===== config.mk =====
export PLATFORM = sky130hd
export DESIGN_NAME = cpu_exec_seq_flat
export DESIGN_NICKNAME = d
export VERILOG_FILES = /design/src/rtl/cpu_exec_seq_if.sv /design/src/rtl/cpu_exec_seq.sv /design/src/flat_wrapper.sv
export SDC_FILE = /design/constraint.sdc
export NUM_CORES = 1
export LEC_CHECK = 0
export CORE_MARGIN = 8
export CORE_UTILIZATION = 30
export CTS_CLUSTER_SIZE = 8
export DETAILED_ROUTE_END_ITERATION = 10
export HOLD_SLACK_MARGIN = 0.06
export PLACE_DENSITY = 0.55
export SLEW_MARGIN = 20
export SYNTH_ARGS = -nofsm -noshare
export SYNTH_HDL_FRONTEND = slang
export SYNTH_SLANG_ARGS = --single-unit
export TNS_END_PERCENT = 10

===== constraint.sdc =====
create_clock -name clk -period 7.31 [get_ports clk]
set_input_delay 1.8275 -clock clk [delete_from_list [all_inputs] [get_ports clk]]
set_output_delay 1.8275 -clock clk [all_outputs]
set_load 0.005 [all_outputs]

===== src/rtl/cpu_exec_seq_if.sv =====
// Shared-bus request/response bundle between the execution sequencer and cpu_bus_ctrl.
// The sequencer is the master: it owns address, size, data and the read/write strobes.
interface cpu_exec_seq_if;
    logic [31:0] bus_addr;
    logic        bus_rd;
    logic        bus_wr;
    logic [1:0]  bus_wlen;
    logic [31:0] bus_wdata;
    logic [31:0] bus_rdata;
    logic        bus_ready;

    modport master (
        output bus_addr, bus_rd, bus_wr, bus_wlen, bus_wdata,
        input  bus_rdata, bus_ready
    );

    modport slave (
        input  bus_addr, bus_rd, bus_wr, bus_wlen, bus_wdata,
        output bus_rdata, bus_ready
    );
endinterface


===== src/rtl/cpu_exec_seq.sv =====
// Multi-cycle FETCH/DECODE/EXEC/MEM/WB sequencer for the RV32 execution unit.
// Sole owner of pc and the bus request strobes; any fault parks it in TRAP until clr.
module cpu_exec_seq #(
    parameter logic [31:0] RESET_PC    = 32'h0000_0000,
    parameter int unsigned BUS_TIMEOUT = 255
) (
    input  logic        clk,
    input  logic        clr,
    input  logic        stall,
    cpu_exec_seq_if.master bus,
    output logic [31:0] ir,
    input  logic        dec_valid,
    input  logic        dec_is_load,
    input  logic        dec_is_store,
    input  logic        dec_is_branch,
    input  logic        dec_is_jal,
    input  logic        dec_is_jalr,
    input  logic [1:0]  dec_ls_size,
    input  logic [31:0] dec_imm,
    input  logic [31:0] rs2_dat,
    output logic        alu_start,
    input  logic        alu_ready,
    input  logic [31:0] alu_result,
    input  logic        br_taken,
    output logic        greg_wen,
    output logic [31:0] greg_wdata,
    output logic [31:0] pc,
    output logic        retire,
    output logic        trap,
    output logic [1:0]  trap_cause
);

    typedef enum logic [2:0] {
        S_FETCH, S_DECODE, S_EXEC, S_MEM, S_WB, S_TRAP
    } state_t;

    localparam logic [7:0]  TMO_LIMIT = 8'(BUS_TIMEOUT);
    localparam logic [31:0] IR_NOP    = 32'h0000_0013;

    state_t      state, state_nx;
    logic [1:0]  cause_nx;
    logic [7:0]  tmo_cnt, tmo_inc;
    logic        tmo_hit;
    logic [31:0] addr_q, ld_q, pc_nx, bus_addr_c;
    logic        br_q, alu_busy;
    logic        req_rd, req_wr;
    logic [1:0]  wlen_c;
    logic        ir_ld, ex_ld, ld_ld, pc_ld;
    logic        is_ls, ls_misaligned;

    assign is_ls   = dec_is_load | dec_is_store;
    assign tmo_inc = tmo_cnt + 8'd1;
    assign tmo_hit = (tmo_inc == TMO_LIMIT);

    always_comb begin
        ls_misaligned = 1'b0;
        if (dec_ls_size == 2'b01)
            ls_misaligned = alu_result[0];
        else if (dec_ls_size[1])
            ls_misaligned = (alu_result[1:0] != 2'b00);
    end

    always_ff @(posedge clk or posedge clr) begin
        if (clr)
            state <= S_FETCH;
        else
            state <= state_nx;
    end

    always_comb begin
        state_nx   = state;
        cause_nx   = trap_cause;
        req_rd     = 1'b0;
        req_wr     = 1'b0;
        bus_addr_c = pc;
        wlen_c     = 2'b10;
        alu_start  = 1'b0;
        greg_wen   = 1'b0;
        greg_wdata = addr_q;
        retire     = 1'b0;
        ir_ld      = 1'b0;
        ex_ld      = 1'b0;
        ld_ld      = 1'b0;
        pc_ld      = 1'b0;
        case (state)
            S_FETCH: begin
                if (!stall) begin
                    if (pc[1:0] != 2'b00) begin
                        state_nx = S_TRAP;
                        cause_nx = 2'd3;
                    end else begin
                        req_rd = 1'b1;
                        if (bus.bus_ready) begin
                            ir_ld    = 1'b1;
                            state_nx = S_DECODE;
                        end else if (tmo_hit) begin
                            state_nx = S_TRAP;
                            cause_nx = 2'd2;
                        end
                    end
                end
            end
            S_DECODE: begin
                if (!dec_valid) begin
                    state_nx = S_TRAP;
                    cause_nx = 2'd1;
                end else begin
                    state_nx = S_EXEC;
                end
            end
            S_EXEC: begin
                alu_start = !alu_busy;
                if (alu_ready) begin
                    ex_ld = 1'b1;
                    if (is_ls && ls_misaligned) begin
                        state_nx = S_TRAP;
                        cause_nx = 2'd3;
                    end else if (is_ls) begin
                        state_nx = S_MEM;
                    end else begin
                        state_nx = S_WB;
                    end
                end
            end
            S_MEM: begin
                bus_addr_c = addr_q;
                wlen_c     = dec_ls_size;
                req_rd     = dec_is_load;
                req_wr     = dec_is_store;
                if (bus.bus_ready) begin
                    ld_ld    = dec_is_load;
                    state_nx = S_WB;
                end else if (tmo_hit) begin
                    state_nx = S_TRAP;
                    cause_nx = 2'd2;
                end
            end
            S_WB: begin
                retire   = 1'b1;
                greg_wen = !(dec_is_store || dec_is_branch);
                if (dec_is_load)
                    greg_wdata = ld_q;
                else if (dec_is_jal || dec_is_jalr)
                    greg_wdata = pc + 32'd4;
                pc_ld    = 1'b1;
                state_nx = S_FETCH;
            end
            default: ;
        endcase
    end

    always_comb begin
        if ((dec_is_branch && br_q) || dec_is_jal)
            pc_nx = pc + dec_imm;
        else if (dec_is_jalr)
            pc_nx = {addr_q[31:1], 1'b0};
        else
            pc_nx = pc + 32'd4;
    end

    // Counter only runs while a request is outstanding, so it is zero on every FETCH/MEM entry.
    always_ff @(posedge clk or posedge clr) begin
        if (clr) begin
            pc         <= RESET_PC;
            ir         <= IR_NOP;
            trap_cause <= '0;
            tmo_cnt    <= '0;
            addr_q     <= '0;
            ld_q       <= '0;
            br_q       <= 1'b0;
            alu_busy   <= 1'b0;
        end else begin
            trap_cause <= cause_nx;
            alu_busy   <= (state == S_EXEC);
            if ((req_rd || req_wr) && !bus.bus_ready)
                tmo_cnt <= tmo_inc;
            else
                tmo_cnt <= '0;
            if (ir_ld)
                ir <= bus.bus_rdata;
            if (ex_ld) begin
                addr_q <= alu_result;
                br_q   <= br_taken;
            end
            if (ld_ld)
                ld_q <= bus.bus_rdata;
            if (pc_ld)
                pc <= pc_nx;
        end
    end

    // Strobes are masked by clr so a reset mid-access drops the request without waiting for a clock.
    assign bus.bus_rd    = req_rd & ~clr;
    assign bus.bus_wr    = req_wr & ~clr;
    assign bus.bus_addr  = bus_addr_c;
    assign bus.bus_wlen  = wlen_c;
    assign bus.bus_wdata = rs2_dat;
    assign trap          = (state == S_TRAP);

endmodule


===== src/flat_wrapper.sv =====
// flat-port wrapper written by rule: the top's interface ports become plain ports
module cpu_exec_seq_flat 
#(
    parameter logic [31:0] RESET_PC    = 32'h0000_0000,
    parameter int unsigned BUS_TIMEOUT = 255
)
  (clk, clr, stall, ir, dec_valid, dec_is_load, dec_is_store, dec_is_branch, dec_is_jal, dec_is_jalr, dec_ls_size, dec_imm, rs2_dat, alu_start, alu_ready, alu_result, br_taken, greg_wen, greg_wdata, pc, retire, trap, trap_cause, bus_bus_addr, bus_bus_rd, bus_bus_wr, bus_bus_wlen, bus_bus_wdata, bus_bus_rdata, bus_bus_ready);
  cpu_exec_seq_if bus_i ();
  input  logic clk;
  input  logic clr;
  input  logic stall;
  output logic [31:0] ir;
  input  logic dec_valid;
  input  logic dec_is_load;
  input  logic dec_is_store;
  input  logic dec_is_branch;
  input  logic dec_is_jal;
  input  logic dec_is_jalr;
  input  logic [1:0] dec_ls_size;
  input  logic [31:0] dec_imm;
  input  logic [31:0] rs2_dat;
  output logic alu_start;
  input  logic alu_ready;
  input  logic [31:0] alu_result;
  input  logic br_taken;
  output logic greg_wen;
  output logic [31:0] greg_wdata;
  output logic [31:0] pc;
  output logic retire;
  output logic trap;
  output logic [1:0] trap_cause;
  output wire logic [$bits(bus_i.bus_addr)-1:0] bus_bus_addr;
  output wire logic [$bits(bus_i.bus_rd)-1:0] bus_bus_rd;
  output wire logic [$bits(bus_i.bus_wr)-1:0] bus_bus_wr;
  output wire logic [$bits(bus_i.bus_wlen)-1:0] bus_bus_wlen;
  output wire logic [$bits(bus_i.bus_wdata)-1:0] bus_bus_wdata;
  input wire logic [$bits(bus_i.bus_rdata)-1:0] bus_bus_rdata;
  input wire logic [$bits(bus_i.bus_ready)-1:0] bus_bus_ready;
  assign bus_bus_addr = bus_i.bus_addr;
  assign bus_bus_rd = bus_i.bus_rd;
  assign bus_bus_wr = bus_i.bus_wr;
  assign bus_bus_wlen = bus_i.bus_wlen;
  assign bus_bus_wdata = bus_i.bus_wdata;
  assign bus_i.bus_rdata = bus_bus_rdata;
  assign bus_i.bus_ready = bus_bus_ready;
  cpu_exec_seq #(.RESET_PC(RESET_PC), .BUS_TIMEOUT(BUS_TIMEOUT)) u_core (.clk(clk), .clr(clr), .stall(stall), .bus(bus_i), .ir(ir), .dec_valid(dec_valid), .dec_is_load(dec_is_load), .dec_is_store(dec_is_store), .dec_is_branch(dec_is_branch), .dec_is_jal(dec_is_jal), .dec_is_jalr(dec_is_jalr), .dec_ls_size(dec_ls_size), .dec_imm(dec_imm), .rs2_dat(rs2_dat), .alu_start(alu_start), .alu_ready(alu_ready), .alu_result(alu_result), .br_taken(br_taken), .greg_wen(greg_wen), .greg_wdata(greg_wdata), .pc(pc), .retire(retire), .trap(trap), .trap_cause(trap_cause));
endmodule

==> flow_summary_export.csv, run 1 <==
group,metric,value,unit
status,status,"finished, final reports clean",
finish,fin_area,0.0130,sq mm
clocking,cts_hold_buf,0,
critical_path,path_delay_family,"buffers and inverters",
critical_path,worst-path-buf-inv,2,
critical_path,cpMaxStageDelayCell,"nand2_1",
critical_path,crit_path_end_kind,"output pin",
critical_path,worstPathArrival,4.35,ns
critical_path,crit_top_cell,"clkdlybuf4s50_1",
sta,fin_crit,6.18,ns
flow_run,drv_cap,0,
global_routing,grt_pass1_vias,8999,
synthesis,synth-seq-area-share,0.367,
critical_path,critPathLaunchType,"primary input",
sta,setup_violations,0,
synthesis,yosysWarnings,0,
clocking,h-tree-depth,4,
synthesis,synth-edff-count,0,
synthesis,syn_inst,1110,
routing,ant_nets,0,
power,powerDensity,150,mW/mm^2
sta,tns,0,ns
routing,wl,37400,um
global_routing,track_usage,0.190,
critical_path,path_class,"primary input to output pin",
die,start_util,0.302,
synthesis,synth_top_area_cell,"dfrtp_1",
finish,drive_gt1_frac,0.130,
synthesis,synth.distinct_cells,65,
finish,n_antenna_cell,0,
place,gp_congestion,0.906,
global_routing,grt_overflow,0,
synthesis,synth_nets,1287,
sta,rsz0062_at_grt,"false",
place,place_area,0.0124,sq mm
die,die-area,0.0385,sq mm
place,io_buffer_count,247,
synthesis,avgSynthCellArea,8.79,sq um
global_routing,grt_pass1_wl,56600,um
routing,drt_iter0_drc,773,
routing,dr.pass1.iters,5,
finish,regArea,0.00358,sq mm
sta,max_freq,0.162,GHz
critical_path,worstPathRequired,5.48,ns
clocking,clockBufferDepth,2,
sta,worst_slew_pin_slew,0.950,ns
die,rows,66,
sta,hold_violations,0,
synthesis,synthFlopType,"dfrtp_1",
clocking,cts_resized,0,
synthesis,synth_common_cells,"nand2_1, dfrtp_1, mux2_2",
synthesis,ys_ff_latch,143,
clocking,cts_buffers,17,
synthesis,yosys.cell_count.top_type,"nand2_1",
sta,drv_slew,0,
power,vdd_drop_max,0.000116,V
clocking,root_buffer,"clkbuf_16",
finish,nets,1478,
die,die-height,196,um
sta,layout_worst_path_cycle_share,0.845,
finish,fill_cells,3275,
clocking,insertion_delay,0.44,ns
place,dpl.hpwl,29000,um
global_routing,grt_start_max_net_pins,62,
synthesis,synth_top_area_frac,0.359,
min_path,hold_class,"flip-flop to flip-flop",
finish,utilization,0.403,
routing,vias,9114,
sta,relSlewSlack,0.365,
clocking,path_clk_slew,0.07,ns
critical_path,cp_cell_sequence,"clkdlybuf4s50_1 > or2_2 > nand2_1 > o22ai_1 > a21oi_1 > clkdlybuf4s50_1",
critical_path,critical_path.max_fanout,24,
power,total_power,1950,uW
routing,via_per_inst,5.19,
routing,drc_errors,0,
clocking,clkSinkCount,143,
die,core,0.0323,sq mm
clocking,post-cts-setup-buffers,0,
global_routing,grt_antenna_before_repair,0,
sta,fin_skew,0.0116,ns
synthesis,synth_area_leaders,"dfrtp_1, mux2_2, nand2_1",
synthesis,netlist_area,0.00976,sq mm
power,p_leak,0.00568,uW
clocking,cts_tree,"built",
routing,wire_per_inst,21.3,um
die,die_w,196,um
synthesis,synthArstFlopShare,1.00,
critical_path,max_stage_delay,0.70,ns
finish,syn2layout_area_growth,33.3,%
finish,multiInputGateArea,0.00561,sq mm
die,io_pins,312,
==> through the flow <==
stage / instances / hold slack, ns / setup slack (ns)
2_1_floorplan: 1110 / 0.480 / 0.220
3_3_place_gp: 1724 / 0.486 / 1.09
3_5_place_dp: 1724 / 0.493 / 1.10
4_1_cts: 1756 / 0.509 / 1.09
5_1_grt: 1756 / 0.523 / 0.878
6_report: 1756 / 0.508 / 1.13
==> cells in the final DEF (no fill, tap or decap), drive strengths merged, types with 34 or more instances in the layout <==
master,n
nand2,167
o22ai,56
mux2,96
a21oi,91
xnor2,35
ha,34
dfrtp,140
clkdlybuf4s50,247
o21ai,73
nor2,74
==> worst register-to-register path, stage by stage (launching register included) <==
cell and delay, ns:
dfrtp_1 0.49, ha_1 0.28, fa_1 0.43, a211o_1 0.33, a21oi_1 0.28, a211oi_1 0.19, nor2_1 0.13, a21oi_1 0.13
a311o_1 0.44, a21oi_1 0.24, mux2i_1 0.20, o21ai_0 0.08
==> layout make-up <==
type,instances,share of cell area
Multi-Input combinational cell,856,0.431
Sequential cell,143,0.275
Timing Repair Buffer,262,0.199
Tap cell,442,0.0425
Clock buffer,17,0.0327
Clock inverter,15,0.0130
Inverter,21,0.00645
==> power breakdown <==
group | internal, uW | switching (uW)
registers | 793 | 8.13
logic | 122 | 133
clock network | 489 | 405
==> worst paths after layout <==
kind | cells past startpoint | start | slack, ns | to
worst max register to register | 11 | u_core.pc[0] | 3.96 | u_core.pc[28]
worst max-delay path | 6 | dec_is_jal | 1.13 | greg_wdata[1]
worst min-delay path | 1 | u_core.ld_q[10] | 0.51 | u_core.ld_q[10]
max in group asynchronous | 3 | clr | 4.37 | u_core.addr_q[6]
worst min register to register | 1 | u_core.ld_q[10] | 0.51 | u_core.ld_q[10]
min in group asynchronous | 2 | clr | 1.80 | u_core.addr_q[1]
==> metal layers <==
layer / track usage / vias to the layer above / share of wire
li1: - / 4354 / -
met1: 0.267 / 4374 / 0.47
met2: 0.281 / 332 / 0.44
met3: 0.0428 / 54 / 0.068
met4: 0.0699 / 0 / 0.029
met5: 0 / - / 0
==> sequential cells by signal, indices dropped and copies added (netlist names) <==
| name | count |
|---|---|
| u_core.addr_q | 32 |
| u_core.ld_q | 32 |
| u_core.br_q | 1 |
| u_core.pc | 32 |
| u_core.ir | 32 |
| u_core.state | 3 |
| u_core.tmo_cnt | 8 |
| u_core.alu_busy | 1 |
| u_core.trap_cause | 2 |
==> cell families after synthesis <==
logic type,after synthesis,synth area share
AND/OR/NAND/NOR,350,0.165
buffers and inverters,111,0.0591
multiplexers,110,0.125
flip-flops,143,0.367
XOR/XNOR,58,0.0521
adder cells (fa/ha/maj),35,0.0457
AO/OA/AOI/OAI,303,0.186
No activity file was read; power rests on OpenSTA's default activity.
==> run 2: changes to the inputs <==
==> constraint.sdc (replaced) <==
create_clock -name clk -period 5.9 [get_ports clk]
set_input_delay 1.475 -clock clk [delete_from_list [all_inputs] [get_ports clk]]
set_output_delay 1.475 -clock clk [all_outputs]
set_load 0.005 [all_outputs]
==> run 2 against run 1 <==
Non-clock buffer count up 4. Via count grew 0.43%. Global-route usage grew 0.25 points. Largest cell class unchanged. Highest routed layer unchanged. Sequential power increased by 24%. Worst hold slack got worse by 0.0038 ns. Flip-flop and latch count stayed put. Sequential share of layout area decreased by 0.12 points.
==> flow_summary_export.csv, run 2 (synthesized netlist as in run 1, its figures left out) <==
group,metric,value,unit
die,die-area,0.0385,sq mm
power,switching_share,0.260,
sta,rsz0062_at_grt,"false",
global_routing,grt_overflow,0,
clocking,insertion_delay,0.43,ns
routing,ant_nets,0,
min_path,hold_class,"flip-flop to flip-flop",
critical_path,cp_cell_sequence,"clkdlybuf4s50_1 > or2_2 > nand2_1 > buf_4 > o22ai_1 > a21oi_1 > clkdlybuf4s50_1",
critical_path,r2r_cells,11,
power,vdd_drop_max,0.000191,V
clocking,cts_tree,"built",
critical_path,worstPathRequired,4.43,ns
critical_path,max_stage_delay,0.67,ns
finish,nets,1482,
clocking,post-cts-setup-buffers,0,
sta,worst_slew_pin_slew,0.974,ns
status,status,"finished, final reports clean",
routing,dr.pass1.iters,5,
min_path,hold_start,"u_core.ir[13]",
routing,wire_per_inst,21.4,um
critical_path,critical_path.max_fanout,24,
critical_path,path_delay_family,"buffers and inverters",
critical_path,rr_endpoint,"u_core.pc[28]",
sta,tns,0,ns
critical_path,rrSetupSlack,2.46,ns
critical_path,crit_top_cell,"clkdlybuf4s50_1",
global_routing,grt_start_max_net_pins,75,
finish,utilization,0.405,
die,core,0.0323,sq mm
sta,fin_crit,5.47,ns
critical_path,worst-path-buf-inv,3,
critical_path,critPathLaunchType,"primary input",
flow_run,drv_cap,0,
critical_path,path_class,"primary input to output pin",
power,p_seq_frac,0.408,
sta,relSlewSlack,0.351,
sta,whs,0.504,ns
clocking,path_clk_slew,0.06,ns
routing,vias,9153,
clocking,clockBufferDepth,2,
clocking,h-tree-depth,4,
die,die_w,196,um
sta,max_freq,0.183,GHz
finish,layout_common_cells,"clkdlybuf4s50_1, nand2_1, dfrtp_1, mux2_2, a21oi_1",
power,p_int,1800,uW
critical_path,worstPathArrival,3.99,ns
min_path,hold_path_depth,1,
finish,fin_area,0.0131,sq mm
power,powerDensity,187,mW/mm^2
sta,setup_violations,0,
place,io_buffer_count,247,
sta,fin_skew,0.00975,ns
power,total_power,2440,uW
power,power.share.clock,0.462,
finish,syn2layout_area_growth,33.9,%
place,gp_congestion,0.891,
sta,drv_slew,0,
clocking,cts_hold_buf,0,
routing,drc_errors,0,
sta,hold_violations,0,
routing,drt_iter0_drc,681,
clocking,cts_resized,0,
critical_path,r2r-start,"u_core.pc[0]",
critical_path,crit_path_end_kind,"output pin",
min_path,whs_endpoint,"u_core.ir[13]",
sta,layout_worst_path_cycle_share,0.926,
place,place_area,0.0124,sq mm
finish,layout_commonest_cell,"clkdlybuf4s50_1",
power,p_comb_frac,0.130,
finish,drive_gt1_frac,0.132,
clocking,clkSinkCount,143,
clocking,cts_buffers,17,
global_routing,grt_pass1_wl,57700,um
die,start_util,0.302,
clocking,root_buffer,"clkbuf_16",
power,p_sw,634,uW
die,io_pins,312,
place,dpl.hpwl,29100,um
global_routing,grt_pass1_vias,9050,
die,die-height,196,um
die,rows,66,
routing,wl,37700,um
power,p_leak,0.00570,uW
critical_path,cpMaxStageDelayCell,"clkdlybuf4s50_1",
routing,via_per_inst,5.20,
global_routing,track_usage,0.192,
global_routing,grt_antenna_before_repair,1,
run 2: how the worst max path moves through the flow:
stage,start,endpoint,slack (ns),cells past startpoint
finish,dec_is_jalr,greg_wdata[17],0.43,7
floorplan,clr,bus_bus_wr,0.32,2
global route,dec_is_jalr,greg_wdata[12],0.29,7
CTS,dec_is_jalr,greg_wdata[17],0.44,7
detailed placement,dec_is_jalr,greg_wdata[17],0.45,7
global placement,dec_is_jalr,greg_wdata[5],0.49,8
run 2: power groups by stage:
| stage | Combinational, uW | Sequential (uW) | Clock, uW |
|---|---|---|---|
| global placement | 311 | 1010 | 0 |
| floorplan | 186 | 1010 | 0 |
| CTS | 316 | 993 | 1150 |
| finish | 317 | 994 | 1130 |
| detailed placement | 313 | 1010 | 0 |
| global route | 349 | 994 | 1200 |
run 2: worst register-to-register path, stage by stage, from the launching register on:
cell	delay, ns
dfrtp_1	0.49
ha_1	0.28
fa_1	0.44
a211o_1	0.34
a21oi_1	0.31
a211oi_1	0.21
nor2_1	0.14
a21oi_1	0.13
a311o_1	0.45
a21oi_1	0.23
mux2i_1	0.21
o21ai_0	0.10
run 2: area by class of cell:
type,count,area [sq um]
clock inverter,12,145
fill,3253,19200
tap,442,553
clock buffer,20,467
multi-input combinational,856,5600
antenna,1,2.50
timing repair buffer,266,2630
sequential,143,3580
inverter,21,82.6
run 2: per-stage QoR:
step	setup slack, ns	cells
after CTS	0.437	1759
after floorplan	0.322	1110
after detailed placement	0.451	1727
after global routing	0.288	1761
after global placement	0.494	1727
final	0.434	1761
run 2: metal layers:
metal	GRT usage	vias up	wire length [um]
met3	0.0464	50	2560
met2	0.296	320	16900
met5	0	-	0
met4	0.0620	0	893
met1	0.262	4426	17300
li1	-	4357	-
==> RTL change 1, RTL diff (flow settings as in run 2) <==
`BUS_TIMEOUT` is set to 255 in 2 places; all go to 128.
--- a/src/rtl/cpu_exec_seq.sv
+++ b/src/rtl/cpu_exec_seq.sv
@@ -4,3 +4,3 @@
     parameter logic [31:0] RESET_PC    = 32'h0000_0000,
-    parameter int unsigned BUS_TIMEOUT = 255
+    parameter int unsigned BUS_TIMEOUT = 128
 ) (
--- a/src/flat_wrapper.sv
+++ b/src/flat_wrapper.sv
@@ -4,3 +4,3 @@
     parameter logic [31:0] RESET_PC    = 32'h0000_0000,
-    parameter int unsigned BUS_TIMEOUT = 255
+    parameter int unsigned BUS_TIMEOUT = 128
 )
Behaviour: no difference found for any inputs over 4 cycles, from zero or initial values; that may be too few to reach the edited logic, so the function may still have changed.
==> RTL change 1 against run 2 <==
  * Sequential cell count unchanged
  * Design area down 1.1%
  * Clock power down 4%
  * Clock skew up 0.0077 ns
  * Non-clock buffer count down 3
  * Wire length down 4.6%
  * Power down 2.1%
  * Worst setup slack better by 0.29 ns
  * Synthesized area down 0.58%
  * Utilization down 0.35 points
  * First-iteration DRC count up 3.8%
  * Count of clock-buffer cells in the layout down 3
==> RTL change 1: results (changes against run 2) <==
vias in the first global route=8,694 (-3.9%); post-synthesis adder-cell area fraction=4.463% (-0.10 points); DR iter-0 viols=707 (+3.8%); CTS Root Cell=clkbuf_16; fillers=3,257 (+0.12%); dpl cell area=12,320 um2 (-0.84%); Bufs on Longest Clock Path=2 (unchanged); Top delay family on crit path=buffers and inverters; Pint=1.697 mW (-5.9%); post-synthesis mux area share=12.81% (+0.29 points); RePlAce Congestion=0.8682 (-2.6%); layout cells sized above 1=13.03% (-0.17 points); outcome=finished clean; synth unique cells=71 (+9.2%); Pre-antenna DRT Iters=5 (unchanged); XOR/XNOR share of the synthesized area=5.418% (+0.21 points); Final #Nets=1,475 (-0.47%); Pleak=5.738 nW (+0.65%); initial antenna violation count=2 (+1); Worst path max stage delay=0.53 ns (-0.14 ns); drt wl/cell=20.88 um (-2.3%); Diodes inserted=0 (-1); r2r setup slk=2.66 ns (+0.20 ns); peak supply drop=0.0001959 V (+2.4%); CP Max Fanout=9 (-63%); Arr. time, crit path=3.70 ns (-0.29 ns); gr usage total=18.29% (-0.94 points); largest cells by area after synthesis=dfrtp_1 36%, mux2_2 11%, nand2_1 7.0%, a21oi_1 4.6%, ha_1 4.3%; top post-synthesis cells by count=182 x nand2_1, 140 x dfrtp_1, 97 x mux2_2, 97 x nor2_1, 90 x a21oi_1; Max Clock Skew=0.01742 ns (+0.007663 ns); routed vias/inst=5.183 (-0.29%); Syn Nets=1,285 (-0.16%); Synth Area in Compound Gates=18.20% (-0.41 points); Detailed Place HPWL=27,850 um (-4.1%); actual slew at the worst max-slew pin=0.9455 ns (-0.02804 ns); sequential-to-total area share from yosys stat=36.93% (+0.21 points); first-pass GRT wire length=54,660 um (-5.3%)
==> RTL change 1: changes by cell type after synthesis, sizes merged, moves of 7 or more <==
cell           run 2  this run
buf               37        46
nand2            167       183
a211oi            15         5
o22ai             56        48
clkbuf            53        46
inv               21        11
a21o               8        17
nor2              74        97
==> RTL change 1: final cells by class <==
cell class	count	area (um2)	area share [%]
Multi-Input combinational cell	863	5602	43.37
Sequential cell	143	3582	27.73
Timing Repair Buffer	263	2587	20.03
Tap cell	408	510.5	3.952
Clock buffer	17	425.4	3.294
Clock inverter	15	163.9	1.269
Inverter	11	45.04	0.3487
==> RTL change 1: final timing paths <==
path	to	cells after the start	start
worst max-delay path	greg_wdata[25]	7	dec_is_jal
worst min-delay path	u_core.tmo_cnt[0]	1	u_core.tmo_cnt[0]
worst max register to register	u_core.pc[26]	11	u_core.pc[0]
worst min register to register	u_core.tmo_cnt[0]	1	u_core.tmo_cnt[0]
max in group asynchronous	u_core.tmo_cnt[6]	4	clr
min in group asynchronous	u_core.addr_q[2]	3	clr
==> RTL change 1: cells by family after synthesis <==
logic type / Yosys count
AND/OR/NAND/NOR: 369
AO/OA/AOI/OAI: 288
flip-flops: 143
multiplexers: 112
buffers and inverters: 103
XOR/XNOR: 60
adder cells (fa/ha/maj): 34
==> RTL change 1: worst register-to-register path, cell delays in order, from the launching register on <==
cell and delay (ns):
dfrtp_1 0.53, ha_1 0.30, fa_1 0.41, a21o_1 0.20, a21oi_1 0.34, o21a_1 0.23, o21ai_2 0.11, o21ai_2 0.23
o31ai_4 0.12, and3b_1 0.20, nor4_1 0.34, a221o_1 0.16
==> RTL change 1: power by group through the flow <==
stage	clock network [mW]	logic (mW)	registers [mW]
after global routing	1.17	0.336	0.990
after floorplan	0	0.185	1.00
after detailed placement	0	0.304	1.01
after CTS	1.12	0.306	0.989
after global placement	0	0.302	1.01
final	1.09	0.305	0.990
==> RTL change 1: stage by stage <==
| step | worst slack, ns | instances | hold slack [ns] | utilization, % | power (mW) |
|---|---|---|---|---|---|
| after floorplan | 0.3223 | 1109 | 0.4251 | - | 1.190 |
| after global placement | 0.7814 | 1688 | 0.4415 | 38.27 | 1.311 |
| after detailed placement | 0.7693 | 1688 | 0.4468 | 38.27 | 1.312 |
| after CTS | 0.7514 | 1720 | 0.4713 | 40.10 | 2.414 |
| after global routing | 0.6702 | 1720 | 0.4797 | 40.10 | 2.491 |
| final | 0.7276 | 1720 | 0.4686 | 40.10 | 2.386 |
==> RTL change 1: layer usage <==
metal,part of all wire (%),up-vias,wire (um),global-route usage (%)
li1,-,4307,-,-
met1,48,4258,17220,25.53
met2,44,301,15770,27.87
met3,6.1,46,2195,4.061
met4,2.0,2,724,5.418
met5,0.036,-,13,0
